<file path="src/rtl/serial_pkg.sv">
// Shared definitions for the mode-1 serial transmitter and the future receiver.
package serial_pkg;

  typedef enum logic [1:0] {
    IDLE  = 2'd0,
    START = 2'd1,
    DATA  = 2'd2,
    STOP  = 2'd3
  } tx_state_t;

  localparam int BAUD_DIV_SMOD0 = 32;
  localparam int BAUD_DIV_SMOD1 = 16;
  localparam int FRAME_BITS     = 10;
  localparam int DIV_CNT_W      = 5;

  // Last count value of the baud divider for the selected SMOD setting.
  function automatic logic [DIV_CNT_W-1:0] div_limit(input logic smod);
    return smod ? DIV_CNT_W'(BAUD_DIV_SMOD1 - 1) : DIV_CNT_W'(BAUD_DIV_SMOD0 - 1);
  endfunction

endpackage

</file>
<file path="src/rtl/baud_tick_div.sv">
// Turns Timer-1 overflow edges into bit-period boundaries (divide by 16 or 32).
module baud_tick_div
  import serial_pkg::*;
(
  input  logic clk,
  input  logic rst,
  input  logic tf1,
  input  logic smod_q,
  input  logic clr,
  output logic bit_end
);

  logic                 tf1_q;
  logic                 tick;
  logic [DIV_CNT_W-1:0] div_cnt;
  logic [DIV_CNT_W-1:0] limit;

  assign tick    = tf1 & ~tf1_q;
  assign limit   = div_limit(smod_q);
  assign bit_end = tick & (div_cnt >= limit) & ~clr;

  // A clear restarts the bit period and swallows a coincident tick.
  always_ff @(posedge clk or negedge rst) begin
    if (!rst) begin
      tf1_q   <= 1'b0;
      div_cnt <= '0;
    end else begin
      tf1_q <= tf1;
      if (clr) begin
        div_cnt <= '0;
      end else if (tick) begin
        if (div_cnt >= limit) begin
          div_cnt <= '0;
        end else begin
          div_cnt <= div_cnt + DIV_CNT_W'(1);
        end
      end
    end
  end

endmodule

</file>
<file path="src/rtl/serial_tx_mode1.sv">
// 8051-style mode-1 transmitter: 8-N-1 frames paced by Timer-1 overflows.
module serial_tx_mode1
  import serial_pkg::*;
#(
  parameter int DATA_W = 8
) (
  input  logic              clk,
  input  logic              rst,
  input  logic              tf1,
  input  logic              smod,
  input  logic [DATA_W-1:0] tx_data,
  input  logic              tx_valid,
  output logic              tx_ready,
  output logic              txd,
  output logic              ti,
  input  logic              ti_clr
);

  localparam int IDX_W = (DATA_W > 1) ? $clog2(DATA_W) : 1;
  localparam logic [IDX_W-1:0] LAST_IDX = IDX_W'(DATA_W - 1);

  localparam logic [1:0] S_IDLE  = 2'(IDLE);
  localparam logic [1:0] S_START = 2'(START);
  localparam logic [1:0] S_DATA  = 2'(DATA);
  localparam logic [1:0] S_STOP  = 2'(STOP);

  logic [1:0]        state;
  logic [1:0]        state_nxt;
  logic [DATA_W-1:0] shreg;
  logic [IDX_W-1:0]  bit_idx;
  logic              smod_q;
  logic              accept;
  logic              bit_end;
  logic              last_data_end;

  assign tx_ready      = (state == S_IDLE);
  assign accept        = tx_valid & tx_ready;
  assign last_data_end = (state == S_DATA) & bit_end & (bit_idx == LAST_IDX);

  baud_tick_div u_div (
    .clk     (clk),
    .rst     (rst),
    .tf1     (tf1),
    .smod_q  (smod_q),
    .clr     (accept),
    .bit_end (bit_end)
  );

  always_comb begin
    state_nxt = state;
    case (state)
      S_IDLE:  if (accept)        state_nxt = S_START;
      S_START: if (bit_end)       state_nxt = S_DATA;
      S_DATA:  if (last_data_end) state_nxt = S_STOP;
      S_STOP:  if (bit_end)       state_nxt = S_IDLE;
      default:                    state_nxt = S_IDLE;
    endcase
  end

  // Line level is decoded from state so reset drives it high without waiting for a clock.
  always_comb begin
    txd = 1'b1;
    case (state)
      S_START: txd = 1'b0;
      S_DATA:  txd = shreg[0];
      default: txd = 1'b1;
    endcase
  end

  always_ff @(posedge clk or negedge rst) begin
    if (!rst) begin
      state <= S_IDLE;
    end else begin
      state <= state_nxt;
    end
  end

  always_ff @(posedge clk or negedge rst) begin
    if (!rst) begin
      shreg   <= '0;
      bit_idx <= '0;
      smod_q  <= 1'b0;
    end else if (accept) begin
      shreg   <= tx_data;
      bit_idx <= '0;
      smod_q  <= smod;
    end else if ((state == S_DATA) && bit_end) begin
      shreg   <= {1'b0, shreg[DATA_W-1:1]};
      bit_idx <= bit_idx + IDX_W'(1);
    end
  end

  // Setting wins over a same-cycle clear so a completion is never lost.
  always_ff @(posedge clk or negedge rst) begin
    if (!rst) begin
      ti <= 1'b0;
    end else if (last_data_end) begin
      ti <= 1'b1;
    end else if (ti_clr) begin
      ti <= 1'b0;
    end
  end

endmodule

</file>
<file path="config.mk">
export PLATFORM = sky130hd
export DESIGN_NAME = serial_tx_mode1
export DESIGN_NICKNAME = d
export VERILOG_FILES = /design/src/rtl/serial_pkg.sv /design/src/rtl/baud_tick_div.sv /design/src/rtl/serial_tx_mode1.sv
export SDC_FILE = /design/constraint.sdc
export NUM_CORES = 1
export LEC_CHECK = 0
export BUFFER_PORTS_ARGS = -buffer_cell sky130_fd_sc_hd__clkbuf_2
export CAP_MARGIN = 20
export CORE_ASPECT_RATIO = 0.9
export CORE_UTILIZATION = 50
export CTS_CLUSTER_DIAMETER = 80
export DETAILED_ROUTE_END_ITERATION = 6
export PLACE_DENSITY_LB_ADDON = 0.12
export SKIP_CTS_REPAIR_TIMING = 1
export SLEW_MARGIN = 20
export SYNTH_ARGS = -nofsm -noshare
export SYNTH_HDL_FRONTEND = slang
export SYNTH_HIERARCHICAL = 1
export SYNTH_SLANG_ARGS = --single-unit
</file>
<file path="constraint.sdc">
create_clock -name clk -period 4.02 [get_ports clk]
set_input_delay 0.804 -clock clk [delete_from_list [all_inputs] [get_ports clk]]
set_output_delay 0.804 -clock clk [all_outputs]
set_load 0.01 [all_outputs]
</file>
Word level (Yosys, flattened, before mapping) --
Index checks and enable logic that the tools add are counted.
Operators by class: add/sub/neg operators 2, $lt $le $gt $ge 1, equal/unequal tests 8, mux-type cells 16, bitwise gates (word level) 8, reduce and logical (&&, ||, !) cells 6
Operators with widths (number):
- $mux W5 | 4
- $mux W8 | 2
- $mux W2 | 4
- $pmux W2 S4 | 1
- $and A1 B1 Y1 | 6
- $mux W3 | 2
- $ne A2 B2 Y1 const B | 3
- $reduce_bool A2 Y1 | 3
- $add A5 B1 Y5 const B | 1
- $ge A5 B5 Y1 | 1
- $eq A2 B2 Y1 const B | 2
- $reduce_and A4 Y1 | 1
- $add A3 B1 Y3 const B | 1
- $eq A3 B3 Y1 const B | 1
- $eq A2 B1 Y1 const B | 1
- $logic_not A2 Y1 | 1
- $mux W1 | 2
- $ne A2 B1 Y1 const B | 1
- $not A1 Y1 | 2
- $pmux W1 S2 | 1
- $logic_and A1 B1 Y1 | 1
Storage, ports and cells: register bits after elaboration 21, input bits 14

Logic depth before layout (Yosys ltp) --
Gate-level depths: netlist (run 1).
depth after elaboration 8, depth in mapped cells 9

Modules after synthesis --
Netlist (run 1), hierarchy kept.
By module, submodules not included:
- serial_tx_mode1 | times used 1, cells an instance 73, area an instance 793.3 µm², seq. area each 375.4 µm²
- baud_tick_div | times used 1, cells an instance 36, area an instance 361.6 µm², seq. area each 150.1 µm²

Worst setup path before layout (run 1) --
No wires, ideal clock.
kind input to register, start in tx_valid, end reg state[1], library setup time 0.125 ns, data arrival time 2.304 ns, data required time 3.895 ns, path slack 1.591 ns, stages 6, buffers on the path 1, cell sequence and2_1 buf_2 nor3_1 o21ba_4 a221oi_4 mux2_4
Between the ends: word-level cells in the longest chain between the ends 7, elaborated cells between the ends (all ways) 10, classes of those cells eq/ne (4); bitwise (5); reduce/logical (1)
RTL lines:
- from (decl) | RTL line serial_tx_mode1.sv:12 | input logic tx_valid,
- $and A1 B1 Y1 * | RTL line serial_tx_mode1.sv:37 | assign accept = tx_valid & tx_ready;
- named net accept | RTL line serial_tx_mode1.sv:32 | logic accept;
- $not A1 Y1 * | RTL line baud_tick_div.sv:20 | assign bit_end = tick & (div_cnt >= limit) & ~clr;
- $and A1 B1 Y1 * | RTL line baud_tick_div.sv:20
- named net bit_end | RTL line serial_tx_mode1.sv:33 | logic bit_end;
- $and A1 B1 Y1 (2 in series) | RTL line serial_tx_mode1.sv:38 | assign last_data_end = (state == S_DATA) & bit_end & (bit_idx == LAST_IDX);
- $ne A2 B2 Y1 (no source line)
- $reduce_and A4 Y1 (no source line) *
- to (signal assigned) | RTL line serial_tx_mode1.sv:74 | state <= state_nxt;
- to (decl) | RTL line serial_tx_mode1.sv:27 | logic [1:0] state;
Mark *: on every way through the listed nets, which the timed path passes. The rest lies on a longest branch. A chain may end at the register's enable or synchronous reset.

Worst setup path after layout (run 1) --
start reg state[1], end reg shreg[5]
Between the ends: word-level cells in the longest chain between the ends 6, elaborated cells between the ends (all ways) 8, classes of those cells eq/ne (1); mux (1); bitwise (3); reduce/logical (3)
RTL lines:
- $logic_not A2 Y1 | RTL line serial_tx_mode1.sv:36 | assign tx_ready = (state == S_IDLE);
- $and A1 B1 Y1 | RTL line serial_tx_mode1.sv:37
- $not A1 Y1 | RTL line baud_tick_div.sv:20
- $and A1 B1 Y1 | RTL line baud_tick_div.sv:20
- named net bit_end | RTL line serial_tx_mode1.sv:33
- $logic_and A1 B1 Y1 | RTL line serial_tx_mode1.sv:87 | end else if ((state == S_DATA) && bit_end) begin
- $reduce_bool A2 Y1 (no source line)
- to (signal assigned) | RTL line serial_tx_mode1.sv:84 | shreg <= tx_data;
- to (signal assigned) | RTL line serial_tx_mode1.sv:88 | shreg <= {1'b0, shreg[DATA_W-1:1]};
- to (decl) | RTL line serial_tx_mode1.sv:29 | logic [DATA_W-1:0] shreg;
The timed path passes the listed nets, and every way through them passes these cells.

==> impl_metrics.ini, run 1 <==
[logic_synthesis]
syn_area_mm2 = 0.00115
syn_avg_cell_area_um2 = 10.6
async_flop_share = 1.00
synth-edff-count = 0
synthCells = 109
yosysTopAreaCell = dfrtp_1
synth_fp_nets = 131
yosysWarnings = 6
ys_ff_latch = 21
netlist.area_leader.share = 0.455
synth_cell_types = 30
synth_flop_cell = dfrtp_1
ys_seq_area_frac = 0.455
ys_top_cells_by_area = dfrtp_1 (46%), ha_1 (8.7%), mux2i_1 (6.9%)

[route]
ant_nets = 0
route.detailed.drc = 0
drt_pass1_iterations = 4
viasPerCell = 5.47
vias = 831
drt_first_iter_violations = 11
wl_per_cell_um = 12.9
finalWirelength_um = 1960

[sta]
setup_viol = 0
fin_skew_ps = 8.08
fin_hold_ws_ps = 440
setup_tns_ps = 0
hold_viol_final = 0
fin_crit_sh = 0.701
grt_setup_unrepaired = no
fmax_mhz = 355
period_minus_slack_ps = 2820
setup_ws_ps = 1200
slew_viol_final = 0
worst_slew_pin_slew_ps = 897
slew_headroom = 0.402

[global_routing]
antenna_found_initial = 0
grt.total_usage = 0.185
grt_pass1_wl_um = 3180
grt_start_max_net_pins = 28
grt_pass1_vias = 740
overflow = 0

[worst_setup_path]
r2r-end = shreg[5]
critPathMaxFanout = 27
cp.arrival_ps = 2980
cpLargestDelayFamily = simple AND/OR/NAND/NOR gates
cp.depth = 7
critical_path_class = reg -> reg
cp.required_ps = 4180
critical_path_buf_inv_count = 1
regToRegSetupSlack_ps = 1200
cp-end-kind = flip-flop
path_cells = inv_1, ha_1, and2_1, nor3_1, nand2_1, mux2i_1, o21ai_0
crit_slowest_cell = nor3_1
r2r_start = state[1]
ff2ff_path_depth = 7
start_kind = flip-flop
crit_end = shreg[5]
cpPeakStageDelay_ps = 600
worstSetupStartpoint = state[1]

[clock_tree]
h-tree-depth = 1
cts_buffers = 3
clock_tree.root_cell = clkbuf_4
clk_latency_ps = 310
numClockSinks = 21
clk_pin_slew_worst_paths_ps = 120
cts_buffer_depth = 2
cts_tree = done

[power]
vdd_ir_drop_max_mv = 0.353
p_per_area_mw_per_mm2 = 583
p_comb_frac = 0.404
power_leakage_nw = 0.640
clkPwrFrac = 0.141
internal_power_mw = 0.472
power_frac_seq = 0.455
switching_share = 0.362
netSwitchingPower_mw = 0.268

[floorplanning]
std_cell_rows = 16
chipWidth_um = 52.7
start_util = 0.529
fp.dieH_um = 47.6
die_area_mm2 = 0.00251
core_region_area_mm2 = 0.00218
ios = 17

[final_layout]
stdcell_count = 152
final_cell_mix = dfrtp_1 (21), clkbuf_2 (16), nand2_1 (14), o21ai_0 (9)
area_growth_pct = 9.86
fillers = 200
final_common_cell = dfrtp_1
n_antenna_cell = 0
nNetsFinal = 148
drive_gt1_frac = 0.240

[placement]
post-dp-hpwl_um = 1410
dp_slack_ps = 1130
dp.cells = 148
place_congestion = 0.831
io_buffer_count = 16

[min_path]
hp-class = in -> async

[flow_run]
max_cap_viol_count = 0

[status]
outcome = complete, no violations
how the worst min path moves through the flow:
| stage | start | endpoint | slack, ps | cells past startpoint |
|---|---|---|---|---|
| floorplan | smod_q | smod_q | 490 | 1 |
| global placement | shreg[7] | shreg[7] | 510 | 2 |
| detailed placement | smod_q | smod_q | 510 | 1 |
| CTS | rst | ti | 460 | 1 |
| global route | rst | ti | 450 | 1 |
| finish | rst | ti | 440 | 1 |
stage by stage:
| stage | instance area [um2] | power [mW] | utilization |
|---|---|---|---|
| after floorplan | 1150 | 0.574 | - |
| after global placement | 1240 | 0.631 | 0.569 |
| after detailed placement | 1240 | 0.640 | 0.569 |
| after CTS | 1270 | 0.748 | 0.581 |
| after global routing | 1270 | 0.799 | 0.581 |
| final | 1270 | 0.740 | 0.581 |
power groups by stage:
stage	Clock (mW)	Sequential, mW	Combinational [mW]
floorplan	0	0.325	0.248
global placement	0	0.337	0.294
detailed placement	0	0.341	0.299
CTS	0.110	0.337	0.300
global route	0.118	0.346	0.335
finish	0.105	0.337	0.299
cell usage after synthesis, drive strengths merged, types with 2 or more instances:
library cell and number:
dfrtp 21, nand2 14, o21ai 11, nor2 9
ha 8, mux2i 8, inv 6, nand3 6
buf 4, a21oi 3, a22o 3, mux2 3
o211ai 2
flip-flops by register name, summed over array words and instances (netlist names):
register,flops
shreg,8
u_div/div_cnt,5
bit_idx,3
state,2
smod_q,1
ti,1
u_div/tf1_q,1
cell families after synthesis:
kind of cell	after synthesis	share of synthesized area
AO/OA/AOI/OAI	24	0.165
XOR/XNOR	1	0.00759
adder cells (fa/ha/maj)	8	0.0867
buffers and inverters	10	0.0422
flip-flops	21	0.455
multiplexers	11	0.102
AND/OR/NAND/NOR	34	0.142
area by class of cell:
type	instances	area (um2)	share of cell area
timing repair buffer	16	80.1	0.0631
clock buffer	4	26.3	0.0207
sequential	21	526	0.414
tap	27	33.8	0.0266
multi-input combinational	78	581	0.458
inverter	6	22.5	0.0178
routing by layer:
metal	share of wire	global-route usage	up-vias	routed length (um)
met3	0.055	0.0667	5	108
met5	0	0	-	0
met2	0.45	0.306	24	880
met1	0.48	0.220	385	942
met4	0.017	0.0789	0	33
li1	-	-	417	-
No activity file was read; power rests on OpenSTA's default activity.
==> run 2, diff against run 1 <==
- clock period: 4.02 -> 2.3 ns (I/O delays scaled with it)
==> impl_metrics.ini, run 2 (synthesized netlist as in run 1, its figures left out) <==
[status]
outcome = complete, no violations

[worst_setup_path]
path_cells = ha_1, nand3_2, nor2_2, nor2_1, nor3_2, o21ba_4, a221oi_4, mux2_4
cp.required_ps = 2500
crit_slowest_cell = dfrtp_1
start_kind = flip-flop
cp.arrival_ps = 2380
critical_path_class = reg -> reg
cpPeakStageDelay_ps = 430
critPathMaxFanout = 4
cp-end-kind = flip-flop

[sta]
setup_viol = 0
setup_ws_ps = 127
period_minus_slack_ps = 2170
grt_setup_unrepaired = no
worst_slew_pin_slew_ps = 512
slew_viol_final = 0
fin_crit_sh = 0.945
fin_skew_ps = 0.526
setup_tns_ps = 0
fin_hold_ws_ps = 99.5
fmax_mhz = 460
hold_viol_final = 0
slew_headroom = 0.658

[global_routing]
grt_start_max_net_pins = 27
grt_pass1_wl_um = 3200
antenna_found_initial = 0
overflow = 0
grt.total_usage = 0.185
grt_pass1_vias = 776

[min_path]
hp-class = in -> async

[floorplanning]
chipWidth_um = 52.7
fp.dieH_um = 47.6
ios = 17
core_region_area_mm2 = 0.00218
std_cell_rows = 16
die_area_mm2 = 0.00251
start_util = 0.529

[final_layout]
final_common_cell = dfrtp_1
drive_gt1_frac = 0.279
largest_reg_flops = 8
top_register = shreg
top_regs = shreg x8, u_div/div_cnt x5, bit_idx x3
fillers = 203
fin_area_mm2 = 0.00131
area_growth_pct = 13.3
final_cell_mix = dfrtp_1 (21), clkbuf_2 (16), nand2_1 (14), o21ai_0 (9)
nNetsFinal = 152
n_antenna_cell = 0

[clock_tree]
cts_buffer_depth = 2
cts_buffers = 3
clock_tree.root_cell = clkbuf_4
h-tree-depth = 1
clk_latency_ps = 300
numClockSinks = 21
clk_pin_slew_worst_paths_ps = 110
cts_tree = done

[route]
viasPerCell = 5.39
drt_first_iter_violations = 11
ant_nets = 0
vias = 841
wl_per_cell_um = 12.5
drt_pass1_iterations = 4
route.detailed.drc = 0
finalWirelength_um = 1960

[power]
p_per_area_mw_per_mm2 = 1000
vdd_ir_drop_max_mv = 0.538
power_leakage_nw = 0.661

[placement]
placed_cell_area_mm2 = 0.00127
dp_slack_ps = 146
post-dp-hpwl_um = 1360
io_buffer_count = 16
place_congestion = 0.704

[flow_run]
max_cap_viol_count = 0
-- run 2: cell count changes in the layout (fill, tap and decap cells not counted), sizes merged --
| cell | before | now |
|---|---|---|
| buf | 0 | 4 |
-- run 2: layout make-up --
class                   instances  area, um2  share of cell area
flip-flops and latches         21        526               0.402
inverters                       6       22.5              0.0172
well taps                      27       33.8              0.0258
repair buffers                 20        110              0.0841
clock buffers                   4       26.3              0.0201
multi-input cells              78        591               0.451
-- run 2: worst max-delay path, delay by kind of cell (launching register included) --
family	cells	cell delay [ps]
simple gates	4	600
flops	1	430
compound gates	2	410
fa+ha+maj	1	320
mux	1	320
-- run 2: metrics by stage --
step / std cells / total power, mW / util
floorplan: 109 / 1.00 / -
global placement: 151 / 1.11 / 0.582
detailed placement: 151 / 1.13 / 0.582
CTS: 155 / 1.32 / 0.594
global route: 156 / 1.42 / 0.600
finish: 156 / 1.31 / 0.600
-- run 2: final timing paths --
kind	startpoint	end	slack, ps	depth (start not counted)
min reg2reg	shreg[7]	shreg[7]	530	2
max	u_div/div_cnt[4]	state[1]	130	8
max in group asynchronous	rst	smod_q	1860	1
min in group clk	tf1	u_div/tf1_q	280	1
max reg2reg	u_div/div_cnt[4]	state[1]	130	8
min	rst	ti	100	1
-- run 2: power breakdown --
group	switching [mW]	total [mW]	internal, mW	leakage, nW
clock	0.113	0.181	0.0677	0.0150
sequential	0.0977	0.589	0.491	0.269
combinational	0.263	0.540	0.277	0.376
-- run 2: routing by layer --
layer  part of all wire  GRT usage
met2               0.47      0.319
met3              0.038     0.0381
met5                  0          0
met4              0.024      0.111
met1               0.46      0.219
==> run 3, diff against run 2 <==
==> constraint.sdc (replaced) <==
create_clock -name clk -period 2.3 [get_ports clk]
set_input_delay 0.23 -clock clk [delete_from_list [all_inputs] [get_ports clk]]
set_output_delay 0.23 -clock clk [all_outputs]
set_load 0.01 [all_outputs]
==> impl_metrics.ini, run 3 (synthesized netlist as in run 1, its figures left out) <==
[status]
outcome = complete, no violations

[worst_setup_path]
cp.required_ps = 2500
path_cells = ha_1, nand3_2, nor2_2, nor2_1, nor3_2, o21ba_4, a221oi_4, mux2_4
critPathMaxFanout = 4
critical_path_class = reg -> reg
crit_slowest_cell = dfrtp_1
cp.arrival_ps = 2380
regToRegSetupSlack_ps = 130
start_kind = flip-flop
cpPeakStageDelay_ps = 430
cp-end-kind = flip-flop

[global_routing]
grt.total_usage = 0.185
grt_pass1_wl_um = 3200
overflow = 0
antenna_found_initial = 0
grt_pass1_vias = 776
grt_start_max_net_pins = 27

[sta]
slew_viol_final = 0
grt_setup_unrepaired = no
fin_skew_ps = 0.621
slew_headroom = 0.659
fin_crit_sh = 0.946
worst_slew_pin_slew_ps = 511
period_minus_slack_ps = 2170
hold_viol_final = 0
setup_viol = 0
setup_tns_ps = 0
fmax_mhz = 460

[route]
viasPerCell = 5.35
drt_first_iter_violations = 11
vias = 840
finalWirelength_um = 1970
ant_nets = 0
route.detailed.drc = 0
drt_pass1_iterations = 4
wl_per_cell_um = 12.5

[power]
switching_share = 0.361
vdd_ir_drop_max_mv = 0.538
power_leakage_nw = 0.665
p_comb_frac = 0.413
clkPwrFrac = 0.138
p_per_area_mw_per_mm2 = 994
internal_power_mw = 0.837
netSwitchingPower_mw = 0.473
power_frac_seq = 0.449

[clock_tree]
numClockSinks = 21
clk_latency_ps = 300
cts_buffer_depth = 2
clock_tree.root_cell = clkbuf_4
cts_buffers = 3
clk_pin_slew_worst_paths_ps = 110
h-tree-depth = 1
cts_tree = done

[placement]
post-dp-hpwl_um = 1360
io_buffer_count = 16
placed_cell_area_mm2 = 0.00127
place_congestion = 0.704

[final_layout]
final_cell_mix = dfrtp_1 (21), clkbuf_2 (16), nand2_1 (14), o21ai_0 (9)
n_antenna_cell = 0
top_regs = shreg x8, u_div/div_cnt x5, bit_idx x3
final_common_cell = dfrtp_1
fin_area_mm2 = 0.00132
largest_reg_flops = 8
top_register = shreg
drive_gt1_frac = 0.277
area_growth_pct = 14.2
nNetsFinal = 153
fillers = 202

[floorplanning]
start_util = 0.529
fp.dieH_um = 47.6
std_cell_rows = 16
chipWidth_um = 52.7
die_area_mm2 = 0.00251
core_region_area_mm2 = 0.00218
ios = 17

[min_path]
hp-class = in -> reg

[flow_run]
max_cap_viol_count = 0
-- run 3: critical path, delay by kind of cell (launching register included) --
family | cells | cell delay, ps
fa+ha+maj | 1 | 320
mux | 1 | 320
flops | 1 | 430
simple gates | 4 | 600
compound gates | 2 | 410
-- run 3: through the flow --
step                hold slack [ps]  instances   util  total power, mW  worst slack [ps]
finish                         49.2        157  0.604             1.31               125
global route                   37.7        157  0.604             1.42              22.6
CTS                            -115        155  0.594             1.32              79.4
detailed placement              233        151  0.582             1.13               146
global placement                229        151  0.582             1.11               199
floorplan                     -65.6        109      -             1.00              32.9
-- run 3: layout make-up --
type | instances | area, um2 | area share
clock buffer | 4 | 26.3 | 0.0199
tap | 27 | 33.8 | 0.0256
inverter | 6 | 22.5 | 0.0171
sequential | 21 | 526 | 0.398
multi-input combinational | 78 | 591 | 0.448
timing repair buffer | 21 | 120 | 0.0911
-- run 3: routing by layer --
layer | part of all wire | track usage | vias to the layer above
li1 | - | - | 423
met2 | 0.48 | 0.319 | 19
met3 | 0.032 | 0.0381 | 6
met4 | 0.024 | 0.111 | 0
met1 | 0.46 | 0.219 | 392
met5 | 0 | 0 | -
-- run 3: path summary, 6_finish.rpt --
path | start | endpoint | cells past startpoint
max | u_div/div_cnt[4] | state[1] | 8
min | tf1 | u_div/tf1_q | 1
max in group asynchronous | rst | shreg[6] | 2
min in group asynchronous | rst | ti | 2
max reg2reg | u_div/div_cnt[4] | state[1] | 8
min reg2reg | shreg[7] | shreg[7] | 2
-- run 3: power by group through the flow --
stage	registers, mW	clock network, mW	logic (mW)
after global placement	0.588	0	0.520
final	0.589	0.181	0.541
after floorplan	0.569	0	0.435
after global routing	0.610	0.204	0.608
after detailed placement	0.593	0	0.540
after CTS	0.589	0.190	0.544
